## src/rtl/sprite_blitter.sv

```systemverilog
`default_nettype none
// ============================================================================
// Module   : sprite_blitter
// Desc     : Fetches one sprite over an Avalon burst-read master and writes
//            its opaque, on-screen pixels into a 480x360 frame buffer.
// Revision : 1.0
// ============================================================================
module sprite_blitter #(
    parameter int unsigned H_RES       = 480,
    parameter int unsigned V_RES       = 360,
    parameter logic [7:0]  TRANSPARENT = 8'hE3,
    parameter int unsigned FB_AW       = 18
) (
    input  logic             Clk,
    input  logic             Reset,

    input  logic             draw_sprite,
    input  logic [31:0]      sprite_address,
    input  logic [15:0]      sprite_x,
    input  logic [15:0]      sprite_y,
    input  logic [15:0]      sprite_width,
    input  logic [15:0]      sprite_height,
    output logic             done_draw,

    output logic [31:0]      avalon_control_read_base,
    output logic [31:0]      avalon_control_read_length,
    output logic             avalon_control_go,
    input  logic             avalon_control_done,
    output logic             avalon_user_read_buffer,
    input  logic [7:0]       avalon_user_buffer_output_data,
    input  logic             avalon_user_data_available,

    output logic [FB_AW-1:0] fb_addr,
    output logic [7:0]       fb_data_in,
    output logic             fb_write
);

    typedef enum logic [2:0] {
        S_IDLE      = 3'd0,
        S_LAUNCH    = 3'd1,
        S_STREAM    = 3'd2,
        S_WAIT_DONE = 3'd3,
        S_FINISH    = 3'd4
    } state_t;

    state_t             r_state;
    state_t             w_next;

    logic               r_draw_d;
    logic [15:0]        r_x;
    logic [15:0]        r_y;
    logic [15:0]        r_w;
    logic [15:0]        r_h;
    logic [15:0]        r_row;
    logic [15:0]        r_col;
    logic               r_done;
    logic               r_go;
    logic [31:0]        r_read_base;
    logic [31:0]        r_read_length;
    logic               r_fb_write;
    logic [FB_AW-1:0]   r_fb_addr;
    logic [7:0]         r_fb_data;

    logic               w_accept;
    logic               w_nonempty;
    logic               w_pop;
    logic               w_col_last;
    logic               w_row_last;
    logic [16:0]        w_sx;
    logic [16:0]        w_sy;
    logic               w_visible;
    logic [FB_AW-1:0]   w_lin_addr;

    assign w_nonempty = (sprite_width != 16'd0) && (sprite_height != 16'd0);
    assign w_col_last = (r_col == r_w - 16'd1);
    assign w_row_last = (r_row == r_h - 16'd1);

    // 17-bit sums so that coordinates near 65535 cannot wrap back on screen
    assign w_sx       = {1'b0, r_x} + {1'b0, r_col};
    assign w_sy       = {1'b0, r_y} + {1'b0, r_row};
    assign w_visible  = (w_sx < 17'(H_RES)) && (w_sy < 17'(V_RES)) &&
                        (avalon_user_buffer_output_data != TRANSPARENT);
    assign w_lin_addr = FB_AW'(w_sy) * FB_AW'(H_RES) + FB_AW'(w_sx);

    always_ff @(posedge Clk or negedge Reset) begin
        if (!Reset) begin
            r_state <= S_IDLE;
        end else begin
            r_state <= w_next;
        end
    end

    always_comb begin
        w_next   = r_state;
        w_accept = 1'b0;
        w_pop    = 1'b0;
        case (r_state)
            S_IDLE: begin
                if (draw_sprite && !r_draw_d) begin
                    w_accept = 1'b1;
                    w_next   = w_nonempty ? S_LAUNCH : S_FINISH;
                end
            end
            S_LAUNCH: begin
                w_next = S_STREAM;
            end
            S_STREAM: begin
                w_pop = avalon_user_data_available;
                if (w_pop && w_col_last && w_row_last) begin
                    w_next = S_WAIT_DONE;
                end
            end
            S_WAIT_DONE: begin
                if (avalon_control_done) begin
                    w_next = S_FINISH;
                end
            end
            S_FINISH: begin
                w_next = S_IDLE;
            end
            default: begin
                w_next = S_IDLE;
            end
        endcase
    end

    always_ff @(posedge Clk or negedge Reset) begin
        if (!Reset) begin
            r_draw_d      <= 1'b0;
            r_x           <= '0;
            r_y           <= '0;
            r_w           <= '0;
            r_h           <= '0;
            r_row         <= '0;
            r_col         <= '0;
            r_done        <= 1'b1;
            r_go          <= 1'b0;
            r_read_base   <= '0;
            r_read_length <= '0;
            r_fb_write    <= 1'b0;
            r_fb_addr     <= '0;
            r_fb_data     <= '0;
        end else begin
            r_draw_d   <= draw_sprite;
            r_go       <= 1'b0;
            r_fb_write <= 1'b0;

            if (w_accept) begin
                r_x    <= sprite_x;
                r_y    <= sprite_y;
                r_w    <= sprite_width;
                r_h    <= sprite_height;
                r_row  <= '0;
                r_col  <= '0;
                r_done <= 1'b0;
                // Burst parameters go out together with the go pulse in LAUNCH
                if (w_nonempty) begin
                    r_go          <= 1'b1;
                    r_read_base   <= sprite_address;
                    r_read_length <= {16'd0, sprite_width} * {16'd0, sprite_height};
                end
            end

            if (w_pop) begin
                if (w_visible) begin
                    r_fb_write <= 1'b1;
                    r_fb_addr  <= w_lin_addr;
                    r_fb_data  <= avalon_user_buffer_output_data;
                end
                if (w_col_last) begin
                    r_col <= '0;
                    r_row <= r_row + 16'd1;
                end else begin
                    r_col <= r_col + 16'd1;
                end
            end

            if (r_state == S_FINISH) begin
                r_done <= 1'b1;
            end
        end
    end

    assign done_draw                  = r_done;
    assign avalon_control_go          = r_go;
    assign avalon_control_read_base   = r_read_base;
    assign avalon_control_read_length = r_read_length;
    assign avalon_user_read_buffer    = w_pop;
    assign fb_write                   = r_fb_write;
    assign fb_addr                    = r_fb_addr;
    assign fb_data_in                 = r_fb_data;

endmodule
`default_nettype wire

```

## config.mk

```make
export PLATFORM = sky130hd
export DESIGN_NAME = sprite_blitter
export DESIGN_NICKNAME = d
export VERILOG_FILES = /design/src/rtl/sprite_blitter.sv
export SDC_FILE = /design/constraint.sdc
export NUM_CORES = 1
export LEC_CHECK = 0
export BUFFER_PORTS_ARGS = -buffer_cell sky130_fd_sc_hd__buf_2
export CAP_MARGIN = 20
export CORE_MARGIN = 4
export CORE_UTILIZATION = 35
export CTS_CLUSTER_DIAMETER = 30
export DETAILED_ROUTE_END_ITERATION = 10
export GPL_ROUTABILITY_DRIVEN = 0
export GPL_TIMING_DRIVEN = 0
export PLACE_DENSITY = 0.61
export REMOVE_ABC_BUFFERS = 1
export SYNTH_ARGS = -nofsm -noshare
export SYNTH_HDL_FRONTEND = slang
export SYNTH_SLANG_ARGS = --single-unit
```

## constraint.sdc

```tcl
create_clock -name Clk -period 6.5 [get_ports Clk]
set_clock_uncertainty 0.1 [all_clocks]
set_input_delay 0.325 -clock Clk [delete_from_list [all_inputs] [get_ports Clk]]
set_output_delay 0.325 -clock Clk [all_outputs]
set_load 0.05 [all_outputs]
```

==> results.md, run 1 <==
- Status: finished, final reports clean
- Antenna Nets Post-Route: 0
- PnR worst setup slack: 0.231 ns
- Skew-Pair Late Insertion Delay: 0.51 ns
- Nets: 2902
- Internal reg-to-reg setup slack: 0.49 ns
- Hold Vio Cnt, Final: 0
- Congestion Overflow GR: 0
- Most used flip-flop cell after synthesis: dfrtp_1
- Count leader, synth: nand2_1
- I/O pin count: 203
- Initial antenna violation count: 4
- Crit. End Element: flip-flop
- WL per Instance: 16.3 µm
- First-pass GRT wire length: 86.4 mm
- Die width: 248 µm
- Cell taking the most area after synthesis: dfrtp_1
- Family with the most delay on the worst path: adder cells
- Row count: 87
- Via Count: 16000
- Max Cap Viol: 0
- DRT Wirelength: 51.9 mm
- Post-synthesis sequential area ratio: 23.9%
- Top post-synthesis cells by area: dfrtp_1, fa_1, ha_1
- Cell repeated most along the worst path: fa_1
- Slew margin rel.: 29.5%
- Critical path's largest stage delay: 0.59 ns
- RSZ-0062 raised after global routing: yes
- # setup viols final: 0
- Maximum clock rate: 0.160 GHz
- Slew @ Worst Pin: 1.05 ns
- Worst Path Max Fanout: 18
- Root Driver: clkbuf_16
- CP cell instances: clkbuf_4, and2_1, fa_1, inv_1, fa_1, fa_1, inv_1, fa_1, fa_1, inv_1, fa_1, inv_1, ha_1, and3_1, and4_1, a221oi_2, o21ai_4, a21oi_2, a21oi_2, a311oi_2, xor2_1, o21ai_0
- Yosys warnings: 0
- Crit-path slowest cell: fa_1
- Die area: 0.0616 mm²
- Hold_sp: avalon_control_done
- Clock Path Buffers: 2
- Drt first pass iters: 5
- IO buf count: 202
- 1st-iter DRT viols: 846
- Pre-CTS WS: -1.07 ns
- TritonCTS clock tree: yes
- Synthesized area: 0.0202 mm²
- Core box area: 0.0568 mm²
- Die height: 248 µm
- FFs w/ async S/R, synth: 100%
- H-Tree Depth: 4
- Yosys reg bits: 193
- Clock transition at path regs: 0.08 ns
- Total GRT Usage: 17.6%
- Final Max Slew Viols: 0
- Vias in the first global route: 17100
- Avg Synthesized Cell Area: 9.24 µm²
- Critical path arrival: 6.56 ns
- Post-synth top area share: 23.8%
- Critical Path RT: 6.79 ns
- CP startpoint: sprite_width[13]
- Post-synth EDFFs: 0
- Clock sink total: 193
- Starting Density: 35.6%
- Ant diodes: 0
- Synth cell count leaders: nand2_1, inv_1, fa_1, dfrtp_1, ha_1
- Total CTS buffers: 17
- Post-route DRC: 0
- Cells after Synth: 2186
- Worst hold path class: in2reg
- CP Launch Type: input port
- Critical path class: in2reg
- Post-DP HPWL: 39.1 mm
- Via/cell ratio: 5.05
- Share of layout cells above drive strength 1: 15.2%
- P&R area growth vs syn: 16.5%
- Largest net degree at the start of global routing: 104
- Count of different cell masters after synthesis: 69
- RR Startpoint: r_row[0]
- Final period utilization: 96.4%
- Fin crit period: 6.27 ns
- CP Buf/Inv Count: 5
## logic make-up (layout without fill, tap and decap cells)
group	count (synthesis)	after routing	synth area share, %
buffers and inverters	400	636	7.50
adders and majority gates	384	384	31.7
DFF	193	193	23.9
muxes	96	96	5.31
and+or+nand+nor	691	691	16.6
AOI/OAI and AO/OA	304	304	9.82
xor gates and xnor gates	118	118	5.18
## sequential cells by signal, indices dropped and copies added (netlist names), 3 cells and up
register                    cells
avalon_control_read_length     32
r_col                          16
r_y                            16
r_h                            16
fb_addr                        18
avalon_control_read_base       32
r_w                            16
r_state                         3
fb_data_in                      8
r_x                            16
r_row                          16
## final cells by class
class	instances	area [µm²]
clock buffers	19	443
multi-input cells	1593	13900
clock inverters	13	171
inverters	312	1170
repair buffers	292	2040
fillers	5607	33300
flip-flops and latches	193	4830
well taps	756	946
## metal layers
layer	GRT usage (%)	wire length, µm
met1	22.1	22700
met4	5.51	935
met5	0	43
met2	30.4	25400
met3	3.74	2830
## cells in the final DEF, fill, tap and decap left out, types with 11 or more instances in the layout
cell / count
nor2_1: 50
o21ai_0: 85
nor2b_1: 13
mux2_2: 90
nand3_1: 37
dfrtp_1: 192
o211ai_1: 13
nor4_1: 16
a31oi_1: 16
nor3_1: 30
buf_2: 183
fa_1: 212
a21o_1: 25
dlygate4sd3_1: 74
xnor2_1: 77
xor2_1: 40
and2_1: 117
clkbuf_16: 17
and3_1: 21
nand2b_1: 13
a21oi_1: 68
inv_1: 311
ha_1: 171
nand2_1: 339
o31ai_1: 11
clkbuf_4: 14
## worst paths after layout
| path | endpoint | cells past startpoint |
|---|---|---|
| worst max-delay path | avalon_control_read_length[28] | 22 |
| worst min-delay path | r_state[1] | 3 |
| worst max register to register | fb_addr[17] | 20 |
| worst min register to register | avalon_control_read_base[13] | 2 |
| max in group asynchronous | avalon_control_read_base[18] | 3 |
| min in group asynchronous | fb_data_in[5] | 2 |
## stage by stage
step / hold slack (ns) / setup TNS, ns / instances / util, % / cell area (µm²)
after global placement: 0.347 / -95.71 / 3056 / 38.4 / 21800
after detailed placement: 0.289 / -8.63 / 3068 / 38.8 / 22000
after floorplan: -0.0706 / 0 / 2098 / - / 19900
final: 0.0599 / 0 / 3178 / 41.4 / 23500
after global routing: 0.0479 / 0 / 3178 / 41.4 / 23500
after CTS: 0.00733 / 0 / 3174 / 41.2 / 23400
## worst min-delay path, stage by stage
cell	delay (ns)
buf_2	0.08
and3_1	0.17
nor3_1	0.05
## repair_timing
action	in CTS	in global routing
pin swaps	1	3
hold buffers	74	0
buffers inserted	0	3
hold endpoints to repair	162	0
setup endpoints to repair	10	8
gates resized for setup	11	23
Power of run 1 is left out: the tool's default activity adds up to more than one toggle a clock period on the data nets, which glitch-free logic cannot reach.
==> run 2: changes to the inputs <==
--- a/config.mk
+++ b/config.mk
@@ -8,12 +8,11 @@
 export BUFFER_PORTS_ARGS = -buffer_cell sky130_fd_sc_hd__buf_2
 export CAP_MARGIN = 20
 export CORE_MARGIN = 4
-export CORE_UTILIZATION = 35
+export CORE_UTILIZATION = 40
 export CTS_CLUSTER_DIAMETER = 30
 export DETAILED_ROUTE_END_ITERATION = 10
 export GPL_ROUTABILITY_DRIVEN = 0
-export GPL_TIMING_DRIVEN = 0
-export PLACE_DENSITY = 0.61
+export PLACE_DENSITY = 0.68
 export REMOVE_ABC_BUFFERS = 1
 export SYNTH_ARGS = -nofsm -noshare
 export SYNTH_HDL_FRONTEND = slang
==> results.md, run 2 (same netlist as run 1, synthesis figures left out) <==
- Crit. End Element: flip-flop
- Hold Vio Cnt, Final: 0 (unchanged)
- IO buf count: 202 (unchanged)
- First-pass GRT wire length: 87.5 mm (+1.3%)
- Worst hold path class: in2reg
- Congestion Overflow GR: 0 (unchanged)
- Maximum clock rate: 0.162 GHz (+1.7%)
- Max Cap Viol: 0 (unchanged)
- Root Driver: clkbuf_16
- PnR worst setup slack: 0.336 ns (+0.105 ns)
- Initial antenna violation count: 3 (-1)
- Share of layout cells above drive strength 1: 18.2% (+3.0 points)
- Critical path arrival: 6.42 ns (-0.14 ns)
- Family with the most delay on the worst path: adder cells
- CP Buf/Inv Count: 7 (+2)
- Clock transition at path regs: 0.08 ns (about the same)
- I/O pin count: 203 (unchanged)
- Critical Path RT: 6.76 ns (-0.03 ns)
- WHS Path Cells: 3 (unchanged)
- CP Launch Type: input port
- Post-route DRC: 0 (unchanged)
- GR Layer Usage met2: 34.1% (+3.7 points)
- P&R area growth vs syn: 18.6%
- RSZ-0062 raised after global routing: no
- Most common cell after layout, fill and taps aside: nand2_1
- Final period utilization: 94.8% (-1.6 points)
- Row count: 82 (-5.7%)
- Status: finished, final reports clean
- Die height: 233 µm (-6.3%)
- Storage cell area: 0.00483 mm² (unchanged)
- Crit-path slowest cell: fa_1
- Fin crit period: 6.16 ns (-0.105 ns)
- Via Count: 16400 (+2.3%)
- Post-DP HPWL: 41.7 mm (+6.6%)
- RR Startpoint: r_row[0]
- Total CTS buffers: 17 (unchanged)
- Hold_sp: avalon_control_done
- Critical path's largest stage delay: 0.54 ns (-0.05 ns)
- Multi-input gate area: 0.0139 mm² (-0.50%)
- Antenna Nets Post-Route: 0 (unchanged)
- Non-Filler Instances: 3196 (+0.57%)
- Hold Slack: 0.0681 ns (+0.00826 ns)
- Largest net degree at the start of global routing: 70 (-33%)
- # Post-CTS Setup Buffers: 0 (unchanged)
- Most frequent cells in the layout: nand2_1, inv_1, fa_1
- Critical path class: in2reg
- Starting Density: 40.4% (+4.8 points)
- Die area: 0.0542 mm² (-12%)
- CP cell instances: buf_2, and2_1, fa_1, inv_1, fa_1, inv_1, fa_1, fa_1, fa_1, inv_1, fa_1, inv_1, ha_1, and3_1, and4_1, a221oi_1, o21ai_0, buf_4, a2111oi_2, buf_4, o31ai_1, a21oi_1, xor2_1, o21ai_0
- Via/cell ratio: 5.14 (+1.8%)
- Endpoint, Worst Hold: r_state[1]
- Cell repeated most along the worst path: fa_1
- Clock sink total: 193 (unchanged)
- Final Max Slew Viols: 0 (unchanged)
- M3 GR Usage: 4.51% (+0.77 points)
- Skew-Pair Late Insertion Delay: 0.49 ns (-0.02 ns)
- Nets: 3002 (+3.4%)
- Fill cell count: 4725 (-16%)
- Final core occ: 47.9% (+6.4 points)
- Clock Path Buffers: 2 (unchanged)
- Total GRT Usage: 20.1% (+2.5 points)
- Worst Path Max Fanout: 13 (-5)
- Internal reg-to-reg setup slack: 0.53 ns (+0.04 ns)
- Slew margin rel.: 32.9% (+3.4 points)
- Grt peak-use layer: met2
- DRT Wirelength: 52.2 mm (+0.55%)
- Inst Count DP: 3088 (+0.65%)
- TritonCTS clock tree: yes
- Vias in the first global route: 17400 (+2.0%)
- R2R depth: 20 (unchanged)
- # setup viols final: 0 (unchanged)
- Slew @ Worst Pin: 1.00 ns (-0.0473 ns)
- Pre-CTS WS: -0.241 ns (+0.824 ns)
- Core box area: 0.0501 mm² (-12%)
- H-Tree Depth: 4 (unchanged)
- WL per Instance: 16.3 µm (about the same)
- Worst reg2reg path endpoint: fb_addr[17]
- Drt first pass iters: 5 (unchanged)
- 1st-iter DRT viols: 936 (+11%)
- Die width: 233 µm (-6.3%)
- Met1 usage: 25.9% (+3.8 points)
==> run 2: final cells by class <==
cell class              count  share of cell area (%)
clock inverters            13                   0.501
multi-input cells        1593                    57.9
diodes                      2                  0.0209
clock buffers              19                    1.85
flip-flops and latches    193                    20.2
repair buffers            392                    11.2
well taps                 672                    3.51
inverters                 312                    4.89
==> run 2: worst max path at each step <==
stage,startpoint,endpoint,cells past startpoint
floorplan,sprite_height[10],avalon_control_read_length[24],21
global placement,sprite_height[11],avalon_control_read_length[24],24
detailed placement,sprite_height[11],avalon_control_read_length[24],24
CTS,sprite_height[11],avalon_control_read_length[24],24
global route,sprite_height[11],avalon_control_read_length[24],24
finish,sprite_height[11],avalon_control_read_length[24],24
==> run 2: repair_timing <==
action                                 in CTS  in global routing
resized for setup                           0                  2
setup endpoints to repair                   0                  1
endpoints found under the hold margin     136                  0
hold buffers                               74                  0
==> run 2: worst register-to-register path: cells and delay by family, from the launching register on <==
| family | cells | cell delay [ns] |
|---|---|---|
| compound gates | 4 | 0.99 |
| xor+xnor | 3 | 0.76 |
| fa+ha+maj | 6 | 2.16 |
| buf+inv | 4 | 0.37 |
| flops | 1 | 0.51 |
| mux | 1 | 0.27 |
| simple gates | 2 | 0.71 |
==> run 2: layer usage <==
layer / vias up / share of wire (%)
met3: 71 / 6.2
met2: 471 / 48
met1: 8079 / 44
met4: 2 / 2.5
met5: - / 0.025
li1: 7793 / -
==> run 2: through the flow <==
step	setup TNS, ns	cell area [µm²]
2_1_floorplan	0	19900
3_3_place_gp	-0.194	22600
3_5_place_dp	-0.509	22600
4_1_cts	0	23900
5_1_grt	0	24000
6_report	0	24000
Power of run 2 is left out for the same reason.
